`src/rtl/mul_share_ctrl_pkg.sv`:
```
// mul_pkg: shared types and defaults for the multiplier-sharing controller.
//   state_t          - controller FSM state (3-bit encoding)
//   DEF_DATA_W       - default operand width (product is twice this)
//   DEF_RISE_TIMEOUT - default cycles allowed from start to mul_busy rising
//   rsp_t            - response bundle (id, product, error) at default width
package mul_pkg;

  localparam int DEF_DATA_W       = 16;
  localparam int DEF_RISE_TIMEOUT = 4;

  typedef enum logic [2:0] {
    IDLE      = 3'd0,
    ISSUE     = 3'd1,
    WAIT_RISE = 3'd2,
    WAIT_DONE = 3'd3,
    RESP      = 3'd4
  } state_t;

  typedef struct packed {
    logic                    id;
    logic [2*DEF_DATA_W-1:0] z;
    logic                    err;
  } rsp_t;

endpackage

```
`src/rtl/mul_share_ctrl_if.sv`:
```
// mul_share_ctrl_if: request, response and multiplier-side signals of the
// multiplier-sharing controller.
//   slave  - controller view: takes requests, issues to the multiplier,
//            returns responses.
//   master - environment view: requesters, response sink, multiplier.
interface mul_share_ctrl_if #(
  parameter int DATA_W = 16
);

  logic [1:0]          req_valid;
  logic [1:0]          req_ready;
  logic [DATA_W-1:0]   req_x0;
  logic [DATA_W-1:0]   req_y0;
  logic [DATA_W-1:0]   req_x1;
  logic [DATA_W-1:0]   req_y1;

  logic                rsp_valid;
  logic                rsp_ready;
  logic                rsp_id;
  logic [2*DATA_W-1:0] rsp_z;
  logic                rsp_err;

  logic [DATA_W-1:0]   mul_x;
  logic [DATA_W-1:0]   mul_y;
  logic                mul_start;
  logic                mul_busy;
  logic [2*DATA_W-1:0] mul_z;

  modport slave (
    input  req_valid, req_x0, req_y0, req_x1, req_y1,
    output req_ready,
    output rsp_valid, rsp_id, rsp_z, rsp_err,
    input  rsp_ready,
    output mul_x, mul_y, mul_start,
    input  mul_busy, mul_z
  );

  modport master (
    output req_valid, req_x0, req_y0, req_x1, req_y1,
    input  req_ready,
    input  rsp_valid, rsp_id, rsp_z, rsp_err,
    output rsp_ready,
    input  mul_x, mul_y, mul_start,
    output mul_busy, mul_z
  );

endinterface

```
`src/rtl/mul_share_ctrl_arb.sv`:
```
// rr_arb2: two-way round-robin grant.
//   req[1:0]   - request bits
//   last_grant - index granted most recently
//   en         - grant allowed this cycle
//   gnt[1:0]   - one-hot grant (zero when disabled or no request)
//   gnt_idx    - index of the winner (meaningful only when gnt != 0)
module rr_arb2 (
  input  logic [1:0] req,
  input  logic       last_grant,
  input  logic       en,
  output logic [1:0] gnt,
  output logic       gnt_idx
);

  always_comb begin
    gnt_idx = 1'b0;
    gnt     = 2'b00;
    unique case (req)
      2'b01:   gnt_idx = 1'b0;
      2'b10:   gnt_idx = 1'b1;
      2'b11:   gnt_idx = ~last_grant;   // contention: the other one wins
      default: gnt_idx = 1'b0;
    endcase
    if (en && (req != 2'b00))
      gnt = gnt_idx ? 2'b10 : 2'b01;
  end

endmodule

```
`src/rtl/mul_share_ctrl.sv`:
```
// mul_share_ctrl: time-shares one sequential signed multiplier (start/busy
// handshake) between two requesters with round-robin arbitration, and returns
// each product on a single tagged response channel.
//   clk, rst_n     - clock, asynchronous active-low reset
//   bus.req_*      - per-requester valid/ready and signed operand pairs
//   bus.rsp_*      - response valid/ready, requester id, product, error
//   bus.mul_*      - operands, start strobe, busy and product of the multiplier
// Optional build macro MUL_ZERO_BYPASS_EN: a granted pair with a zero operand
// skips the multiplier and responds with zero one cycle after accept.
module mul_share_ctrl
  import mul_pkg::*;
#(
  parameter int DATA_W       = DEF_DATA_W,
  parameter int RISE_TIMEOUT = DEF_RISE_TIMEOUT
) (
  input logic             clk,
  input logic             rst_n,
  mul_share_ctrl_if.slave bus
);

  localparam int CNT_W = (RISE_TIMEOUT < 2) ? 1 : $clog2(RISE_TIMEOUT + 1);
  localparam logic [CNT_W-1:0] RISE_LIMIT = CNT_W'(RISE_TIMEOUT);

  state_t              state_q, state_d;
  logic                last_grant_q;
  logic [DATA_W-1:0]   mul_x_q, mul_y_q;
  logic                rsp_id_q, rsp_err_q;
  logic [2*DATA_W-1:0] rsp_z_q;
  logic [CNT_W-1:0]    rise_cnt_q, rise_cnt_inc;
  logic                rise_hit;

  logic [1:0]          gnt;
  logic                gnt_idx;
  logic                accept;
  logic                zero_op;
  logic [DATA_W-1:0]   sel_x, sel_y;

  rr_arb2 u_arb (
    .req        (bus.req_valid),
    .last_grant (last_grant_q),
    .en         (state_q == IDLE),
    .gnt        (gnt),
    .gnt_idx    (gnt_idx)
  );

  assign accept = |gnt;
  assign sel_x  = gnt_idx ? bus.req_x1 : bus.req_x0;
  assign sel_y  = gnt_idx ? bus.req_y1 : bus.req_y0;

`ifdef MUL_ZERO_BYPASS_EN
  assign zero_op = (sel_x == '0) || (sel_y == '0);
`else
  assign zero_op = 1'b0;
`endif

  // Counter of WAIT_RISE cycles spent without busy; hitting the limit aborts.
  assign rise_cnt_inc = rise_cnt_q + 1'b1;
  assign rise_hit     = (rise_cnt_inc == RISE_LIMIT);

  always_ff @(posedge clk or negedge rst_n) begin
    if (!rst_n) state_q <= IDLE;
    else        state_q <= state_d;
  end

  always_comb begin
    state_d       = state_q;
    bus.req_ready = 2'b00;
    bus.mul_start = 1'b0;
    bus.rsp_valid = 1'b0;
    unique case (state_q)
      IDLE: begin
        bus.req_ready = gnt;
        if (accept) state_d = zero_op ? RESP : ISSUE;
      end
      ISSUE: begin
        bus.mul_start = 1'b1;
        state_d       = WAIT_RISE;
      end
      WAIT_RISE: begin
        if (bus.mul_busy)  state_d = WAIT_DONE;
        else if (rise_hit) state_d = RESP;
      end
      WAIT_DONE: begin
        if (!bus.mul_busy) state_d = RESP;
      end
      RESP: begin
        bus.rsp_valid = 1'b1;
        if (bus.rsp_ready) state_d = IDLE;
      end
      default: state_d = IDLE;
    endcase
  end

  // Operands and response fields only move on the events that own them, so
  // they stay stable for the multiplier and for a stalled response.
  always_ff @(posedge clk or negedge rst_n) begin
    if (!rst_n) begin
      last_grant_q <= 1'b1;   // requester 0 wins the first contention
      mul_x_q      <= '0;
      mul_y_q      <= '0;
      rsp_id_q     <= 1'b0;
      rsp_z_q      <= '0;
      rsp_err_q    <= 1'b0;
      rise_cnt_q   <= '0;
    end else begin
      unique case (state_q)
        IDLE: begin
          if (accept) begin
            mul_x_q      <= sel_x;
            mul_y_q      <= sel_y;
            rsp_id_q     <= gnt_idx;
            last_grant_q <= gnt_idx;
            if (zero_op) begin
              rsp_z_q   <= '0;
              rsp_err_q <= 1'b0;
            end
          end
        end
        ISSUE: rise_cnt_q <= '0;
        WAIT_RISE: begin
          if (!bus.mul_busy) begin
            rise_cnt_q <= rise_cnt_inc;
            if (rise_hit) begin
              rsp_z_q   <= '0;
              rsp_err_q <= 1'b1;
            end
          end
        end
        WAIT_DONE: begin
          if (!bus.mul_busy) begin
            rsp_z_q   <= bus.mul_z;
            rsp_err_q <= 1'b0;
          end
        end
        default: ;
      endcase
    end
  end

  assign bus.mul_x   = mul_x_q;
  assign bus.mul_y   = mul_y_q;
  assign bus.rsp_id  = rsp_id_q;
  assign bus.rsp_z   = rsp_z_q;
  assign bus.rsp_err = rsp_err_q;

endmodule

```
`src/flat_wrapper.sv`:
```
// flat-port wrapper written by rule: the top's interface ports become plain ports
module mul_share_ctrl_flat import mul_pkg::*;
#(
  parameter int DATA_W       = DEF_DATA_W,
  parameter int RISE_TIMEOUT = DEF_RISE_TIMEOUT
)
  (clk, rst_n, bus_req_valid, bus_req_x0, bus_req_y0, bus_req_x1, bus_req_y1, bus_req_ready, bus_rsp_valid, bus_rsp_id, bus_rsp_z, bus_rsp_err, bus_rsp_ready, bus_mul_x, bus_mul_y, bus_mul_start, bus_mul_busy, bus_mul_z);
  mul_share_ctrl_if #(.DATA_W(DATA_W)) bus_i ();
  input logic clk;
  input logic rst_n;
  input wire logic [$bits(bus_i.req_valid)-1:0] bus_req_valid;
  input wire logic [$bits(bus_i.req_x0)-1:0] bus_req_x0;
  input wire logic [$bits(bus_i.req_y0)-1:0] bus_req_y0;
  input wire logic [$bits(bus_i.req_x1)-1:0] bus_req_x1;
  input wire logic [$bits(bus_i.req_y1)-1:0] bus_req_y1;
  output wire logic [$bits(bus_i.req_ready)-1:0] bus_req_ready;
  output wire logic [$bits(bus_i.rsp_valid)-1:0] bus_rsp_valid;
  output wire logic [$bits(bus_i.rsp_id)-1:0] bus_rsp_id;
  output wire logic [$bits(bus_i.rsp_z)-1:0] bus_rsp_z;
  output wire logic [$bits(bus_i.rsp_err)-1:0] bus_rsp_err;
  input wire logic [$bits(bus_i.rsp_ready)-1:0] bus_rsp_ready;
  output wire logic [$bits(bus_i.mul_x)-1:0] bus_mul_x;
  output wire logic [$bits(bus_i.mul_y)-1:0] bus_mul_y;
  output wire logic [$bits(bus_i.mul_start)-1:0] bus_mul_start;
  input wire logic [$bits(bus_i.mul_busy)-1:0] bus_mul_busy;
  input wire logic [$bits(bus_i.mul_z)-1:0] bus_mul_z;
  assign bus_i.req_valid = bus_req_valid;
  assign bus_i.req_x0 = bus_req_x0;
  assign bus_i.req_y0 = bus_req_y0;
  assign bus_i.req_x1 = bus_req_x1;
  assign bus_i.req_y1 = bus_req_y1;
  assign bus_req_ready = bus_i.req_ready;
  assign bus_rsp_valid = bus_i.rsp_valid;
  assign bus_rsp_id = bus_i.rsp_id;
  assign bus_rsp_z = bus_i.rsp_z;
  assign bus_rsp_err = bus_i.rsp_err;
  assign bus_i.rsp_ready = bus_rsp_ready;
  assign bus_mul_x = bus_i.mul_x;
  assign bus_mul_y = bus_i.mul_y;
  assign bus_mul_start = bus_i.mul_start;
  assign bus_i.mul_busy = bus_mul_busy;
  assign bus_i.mul_z = bus_mul_z;
  mul_share_ctrl #(.DATA_W(DATA_W), .RISE_TIMEOUT(RISE_TIMEOUT)) u_core (.clk(clk), .rst_n(rst_n), .bus(bus_i));
endmodule
```
`config.mk`:
```
export PLATFORM = sky130hd
export DESIGN_NAME = mul_share_ctrl_flat
export DESIGN_NICKNAME = d
export VERILOG_FILES = /design/src/rtl/mul_share_ctrl_pkg.sv /design/src/rtl/mul_share_ctrl_if.sv /design/src/rtl/mul_share_ctrl_arb.sv /design/src/rtl/mul_share_ctrl.sv /design/src/flat_wrapper.sv
export SDC_FILE = /design/constraint.sdc
export NUM_CORES = 1
export LEC_CHECK = 0
export ABC_CLOCK_PERIOD_IN_PS = 4100
export CAP_MARGIN = 20
export CORE_MARGIN = 10
export CORE_UTILIZATION = 45
export CTS_BUF_LIST = sky130_fd_sc_hd__clkbuf_8
export CTS_CLUSTER_DIAMETER = 60
export DETAILED_ROUTE_END_ITERATION = 10
export DONT_BUFFER_PORTS = 1
export MAX_ROUTING_LAYER = met4
export PLACE_DENSITY_LB_ADDON = 0.25
export SLEW_MARGIN = 20
export SYNTH_ARGS = -nofsm -noshare
export SYNTH_HDL_FRONTEND = slang
export SYNTH_SLANG_ARGS = --single-unit
export TNS_END_PERCENT = 30
```
`constraint.sdc`:
```
create_clock -name clk -period 4.1 [get_ports clk]
set_clock_uncertainty 0.05 [all_clocks]
set_input_delay 0.41 -clock clk [delete_from_list [all_inputs] [get_ports clk]]
set_output_delay 0.41 -clock clk [all_outputs]
set_load 0.05 [all_outputs]
```
==> reports/summary.md, run 1 <==
Yosys attributes the largest share of cell area to dfrtp_1 51%, a221o_1 9.0%, nor3_2 8.2%. The total placed instance area was 0.003516 mm2; the largest vdd supply drop was 0.3792 mV. In the synthesized netlist the async set-or-reset flop fraction comes to 100.0%.

The area of the die came out at 0.01184 mm2. Buffers placed on the I/O ports in this run total 0. For the wire length after detailed routing, the log shows 9539 um. Counting both buffers and inverters, the worst setup path holds a total of 0.

The total area inside the core boundary comes to 0.007687 mm2. Detailed placement finished with a half-perimeter wire length of 6740 um. Nature of the critical path startpoint: a flop. After synthesis, flip-flops and latches occupy 51.50% of the total area. Worst path arrival time: 2540 ps. After synthesis, the largest area contributor takes up 50.76% of total cell area. The tools report the minimum hold slack as 130.7 ps.

The run gives 0 ps as the total negative setup slack. The ratio of cells with drive above 1 in the final layout came out at 17.87%. The smallest clock period supported by the final layout is computed as 3002 ps.

The run gives 0 as the number of antenna violations at the first check in global routing. Buffers inserted during clock tree synthesis total 9. In this run the power density over the cells is 978.4 mW/mm2. The hold violation count in the final report is 0. TritonCTS built the clock tree.

Synthesis inferred 73 register bits. The vertical extent of the die works out to 108.8 um. Cell with the largest stage delay on the worst path: or3_2. The routed layout has 2477 vias.

For this design, the sink count on the clock tree is 73. The cell taking the most area after synthesis is dfrtp_1. The headroom to the max-slew limit is 36.98%. At the pin with the least slew margin, the transition time is 941.1 ps.

The remaining global-route overflow came out at 0. For this run, the post-layout net count is 419. Static timing analysis puts the maximum clock frequency at 333.2 MHz. The first global-routing pass estimated 14590 um of wire.

The floorplan has 32 rows. Number of enable-type register cells in the synthesized netlist: 0. Number of H-tree levels: 3. Summing all multi-input logic gate instances after layout gives 0.001406 mm2. The number of nets handed over by synthesis was 435. The layout has 735 filler cells. The flip-flop cell with the highest count after synthesis was dfrtp_1.

The longest clock path from root to sink contains 2 buffers. Final cycle utilization of the critical path: 73.21%. The count of boundary I/O pins is 172, and the violation count after the first detailed-routing iteration is 147. The cell family contributing the most delay on the critical path is simple AND/OR/NAND/NOR gates. The cell sitting at the root of the clock tree is a clkbuf_8.

The run gives 16.05% as the global router's overall resource usage. The mapped cell area is 0.003550 mm2, and the data required time of the worst path is 3640 ps. The run gives 0 as the DRC violations left. After clock tree synthesis, the clock-pin slew on the worst setup and hold paths is 70 ps.

In this run the horizontal extent of the chip is 108.8 um. In the final routed layout, each cell accounts on average for 22.66 um. The run finished with clean final reports. Compared with the post-synthesis result, the final layout area differs by 4.688%. The stage delay of the slowest cell on the critical path was 910 ps. Setup violations remaining at the end of the flow were counted as 0. The count of nets left with antenna violations once routing finished came out at 0. Setup repair after global routing left no endpoint under its margin. The standby leakage power came out at 1.693 nW. After routing the design area is 0.003716 mm2. The largest net degree at the start of global routing was 74; the count of yosys warnings during synthesis was 0. The synthesized area per cell is 10.72 um2, and the count of inserted antenna diode cells is 0. The post-route core utilization was 48.34%.

After detailed routing, the number of vias per cell comes to 5.884. The via count of the first global-routing pass was 2602. The signal on the critical path passes through or3_2 -> nor3b_2. For the global placement routability congestion, the log shows 0.7684. The logs give 46.18% for the effective utilization at floorplan and 30 for the count of cell types in the netlist. The run gives 330 ps as the source-to-sink clock delay at the later pin of the worst-skew pair.

The critical path in this run is classified as flop to output pin. Along the worst path, the maximum fanout reaches 33. The number of gates resized after CTS was 0. The cell count after synthesis came out at 331. Number of slew-limit violations in the final report: 0. The tools report the nature of the critical path endpoint as an output pin.

The run gives 0.001828 mm2 as the register area. Worst hold path class: primary input to flop. The max-capacitance violation count is 0, and the length of the first detailed-routing pass in iterations is 4.
-- placed cells by master, fill, tap and decap left out, types with 3 or more instances in the layout --
master and count:
nand2_1 35, nor3_1 4, o21ai_1 6, dfrtp_1 72, buf_4 3, clkbuf_8 10, nor3_2 29, a21o_1 3
a221o_1 32, a22oi_1 32, inv_1 37, o21ai_0 28
-- sequential cells by signal, summed over array words and instances, names as in the netlist --
register	count
u_core.bus.rsp_err	1
u_core.state_q	3
u_core.rise_cnt_q	3
u_core.bus.rsp_id	1
u_core.last_grant_q	1
u_core.bus.mul_y	16
u_core.bus.mul_x	16
u_core.bus.rsp_z	32
-- report_power, final --
part	internal, W	switching [W]
clock	0.000226	0.000252
sequential	0.00100	0.00119
combinational	0.000418	0.000547
total	0.00165	0.00199
-- area by class of cell --
class,instances,share of cell area [%]
flip-flops and latches,73,49.19
repair buffers,5,1.616
multi-input cells,191,37.85
well taps,102,3.434
clock inverters,5,0.6734
clock buffers,10,3.704
inverters,35,3.535
-- cells by family (layout without fill, tap and decap cells) --
family                   count (synthesis)  count (layout)  synth area share, %
AO/OA/AOI/OAI                          108             108                22.56
flip-flops                              73              73                51.50
buffers and inverters                   67              55                9.976
multiplexers                             1               1               0.3172
XOR/XNOR                                 1               1               0.2468
adder cells (fa/ha/maj)                  2               2               0.7049
AND/OR/NAND/NOR                         79              79                14.70
-- path summary, 6_finish.rpt --
| kind | endpoint | slack, ps | cells past startpoint | start |
|---|---|---|---|---|
| setup / recovery | bus_req_ready[0] | 1100 | 2 | u_core.state_q[1] |
| hold / removal | u_core.state_q[2] | 130 | 1 | bus_rsp_ready |
| setup reg to reg | u_core.bus.rsp_z[0] | 1960 | 4 | u_core.rise_cnt_q[0] |
| hold reg to reg | u_core.rise_cnt_q[2] | 480 | 1 | u_core.rise_cnt_q[2] |
| max in group asynchronous | u_core.last_grant_q | 3120 | 2 | rst_n |
| min in group asynchronous | u_core.bus.rsp_err | 580 | 2 | rst_n |
-- Yosys cell counts, types with 2 or more instances --
cell type	number
dfrtp_1	72
inv_1	35
nand2_1	35
a221o_1	32
a22oi_1	32
nor3_2	29
o21ai_0	28
buf_6	12
buf_2	10
clkbuf_1	10
o21ai_1	7
nor3_1	4
a21o_1	3
a21oi_1	2
a22o_1	2
ha_1	2
nor2_1	2
nor3b_1	2
-- what timing repair did --
| action | CTS | global route |
|---|---|---|
| hold buffers | 2 | 0 |
| buffers inserted | 0 | 0 |
| hold endpoints to repair | 73 | 0 |
-- per-layer routing --
| layer | GRT usage (%) | part of all wire, % | vias to the layer above |
|---|---|---|---|
| li1 | - | - | 1156 |
| met1 | 18.21 | 39 | 1201 |
| met2 | 25.95 | 51 | 102 |
| met3 | 6.195 | 8.6 | 18 |
| met4 | 4.520 | 1.5 | 0 |
| met5 | - | 0 | - |
-- stage by stage --
stage / total power (W) / instances / setup WS (ps)
5_1_grt: 0.003853 / 421 / 976.7
3_5_place_dp: 0.003177 / 404 / 1446
6_report: 0.003636 / 421 / 1098
2_1_floorplan: 0.003005 / 331 / 1356
4_1_cts: 0.003683 / 421 / 1068
3_3_place_gp: 0.003137 / 404 / 1450
Note: power is estimated with default switching activity, not from simulation.
==> inputs of run 2 (changes only) <==
--- a/config.mk
+++ b/config.mk
@@ -5,7 +5,7 @@
 export SDC_FILE = /design/constraint.sdc
 export NUM_CORES = 1
 export LEC_CHECK = 0
-export ABC_CLOCK_PERIOD_IN_PS = 4100
+export ABC_CLOCK_PERIOD_IN_PS = 2630
 export CAP_MARGIN = 20
 export CORE_MARGIN = 10
 export CORE_UTILIZATION = 45
==> constraint.sdc (replaced) <==
create_clock -name clk -period 2.63 [get_ports clk]
set_clock_uncertainty 0.05 [all_clocks]
set_input_delay 0.263 -clock clk [delete_from_list [all_inputs] [get_ports clk]]
set_output_delay 0.263 -clock clk [all_outputs]
set_load 0.05 [all_outputs]
==> reports/summary.md, run 2 (same netlist as run 1, synthesis figures left out) <==
The cell sitting at the root of the clock tree is a clkbuf_8. Number of slew-limit violations in the final report: 0. In this run the power spent charging and discharging nets is 0.003150 W. Data on the critical path is required at its endpoint by 2320 ps. Setup violations remaining at the end of the flow were counted as 0. Using the TritonRoute via totals, the vias-per-cell ratio works out to 5.715.

In this run, the number of DRC markers left after iteration 0 of detailed routing was 183. Derived from the worst setup path, the maximum achievable clock frequency is 446.0 MHz. The post-CTS clock slew at the launch and capture registers of the worst setup and hold paths is 80 ps.

Cell internal power was estimated by the tool at 0.002850 W. The global placement routability congestion was 0.7321. Along the worst path, the maximum fanout reaches 13. In this run the count of I/O pins placed on the die edge is 172. After floorplanning, the core was divided into 32 placement rows. The logs give 46.18% for the effective utilization at floorplan and 0 for the count of inserted antenna diode cells. The tool flagged a number of max-cap violations equal to 0. The number of antenna violations at the first check in global routing is 0. The library cell used most frequently in the layout, excluding fill and tap cells, is dfrtp_1. The number of setup buffers added after CTS was 0. Sequential cells burn 57.0% of the power. The run gives 64.36% as the headroom to the max-slew limit. Global routing used 17.31% of the available tracks across all layers. Critical setup path kind: flop to output pin. The tools report the count of hold-fix buffers inserted at cts as 48.

TritonCTS built the clock tree. Summing all multi-input logic gate instances after layout gives 0.001406 mm2. The nature of the critical path endpoint was an output pin. The shortest period the worst path allows is 2242 ps, and the total number of vias is 2709. The min-delay analysis places its worst path in the category primary input to flop. In this run switching power makes up 52.51% of total power. The die boundary width is 108.8 um. Leaving out fill and tap cells, the most frequent cells in the layout are 72 x dfrtp_1, 47 x dlygate4sd3_1, 36 x inv_1. The placed wire-length estimate was 7053 um. The layout overhead on the synthesized area is 20.55%, and the final design instance area without fill is 0.004279 mm2.

The clock network is responsible for 16.1% of the overall power. The vertical extent of the die came out at 108.8 um. After detailed routing, the average wire length per cell comes to 21.48 um.

The run gives 0 as the number of instances resized during post-cts repair. STA classifies the critical path startpoint as a flop. No sink is reached through more buffers than the 2 on the longest clock path.

For this design the static power due to leakage is 1.943 nW. In this run the register-to-register setup slack is 670 ps. In this run, the combinational gates consume 26.9% of the power.

The worst path uses 85.24% of the clock period. The tools report the length of the first detailed-routing pass in iterations as 4. Clock latency on the worst-skew pair, taken at its later pin, is 340 ps. The register with the most flip-flops in the layout has 32 of them.

The detail route stage leaves a number of antenna-violating nets equal to 0. The floorplan step defined a die boundary enclosing 0.01184 mm2. The tools report the via count of the first global-routing pass as 2786. The ratio of cells with drive above 1 in the final layout came out at 17.20%. In this run the tool buffered the top-level ports with 0 buffer cells. After detailed routing, the number of remaining DRC violations is 0. The first global-routing pass estimated 15730 um of wire. The run finished with clean final reports. The number of filler cells placed in the layout is 667, and the power density over the cells is 1402 mW/mm2. The hold violation count in the final report was 0; the total placed instance area was 0.003561 mm2. At the worst endpoint, the arrival time is 1930 ps. The area of the core is 0.007687 mm2, and the transition time at the pin with the least slew margin is 534.6 ps. Summed over all failing endpoints, the final setup total negative slack is 0 ps. The register area came out at 0.001828 mm2. The number of nets at the end of the flow is 471, and the remaining global-route overflow is 0. The number of H-tree levels is 3, and the largest net degree at the start of global routing is 74. Setup repair after global routing left no endpoint under its margin.

In this run, CTS created clock tree buffers numbering 9. VDD sags by at most 0.5379 mV. The clock net in this run drives a total of 73 sinks. The routed design has 10180 um of wire.
run 2: final timing paths:
path / cells past startpoint / start / to
worst max-delay path: 3 / u_core.state_q[1] / bus_req_ready[0]
worst min-delay path: 2 / bus_mul_z[27] / u_core.bus.rsp_z[27]
worst max register to register: 4 / u_core.state_q[1] / u_core.bus.mul_x[15]
worst min register to register: 1 / u_core.rise_cnt_q[2] / u_core.rise_cnt_q[2]
max in group asynchronous: 2 / rst_n / u_core.last_grant_q
min in group asynchronous: 2 / rst_n / u_core.bus.rsp_id
run 2: critical path: stages (launching register included):
cell	delay (ps)
dfrtp_1	450
or3_2	700
nor3b_2	210
buf_4	230
run 2: power by group through the flow:
stage	clock, W	sequential, W	combinational [W]
6_report	0.000964	0.00342	0.00161
5_1_grt	0.00104	0.00349	0.00181
4_1_cts	0.00101	0.00344	0.00163
3_5_place_dp	0	0.00345	0.00155
3_3_place_gp	0	0.00345	0.00148
2_1_floorplan	0	0.00326	0.00142
run 2: stage by stage:
| stage | hold slack, ps | std cells | util [%] | setup slack, ps | total power, W |
|---|---|---|---|---|---|
| after floorplan | -82.59 | 331 | - | 33.21 | 0.004684 |
| after global placement | -79.62 | 410 | 46.32 | 719.6 | 0.004929 |
| after detailed placement | -79.47 | 410 | 46.32 | 655.7 | 0.005002 |
| after CTS | 0.7012 | 474 | 55.66 | 342.2 | 0.006070 |
| after global routing | 9.848 | 474 | 55.66 | 270.7 | 0.006343 |
| final | 20.48 | 474 | 55.66 | 388.1 | 0.006000 |
run 2: final cells by class:
class,count,area share (%)
repair buffers,57,13.22
multi-input cells,191,32.87
inverters,35,3.070
clock buffers,10,3.216
flip-flops and latches,73,42.72
well taps,102,2.982
clock inverters,6,1.930
run 2: per-layer routing:
metal  global-route usage (%)  part of all wire [%]  vias to the layer above
met4                    6.968                   1.9                        0
met5                        -                     0                        -
li1                         -                     -                     1260
met1                    20.41                    38                     1327
met3                    5.251                   8.1                       17
met2                    27.16                    52                      105
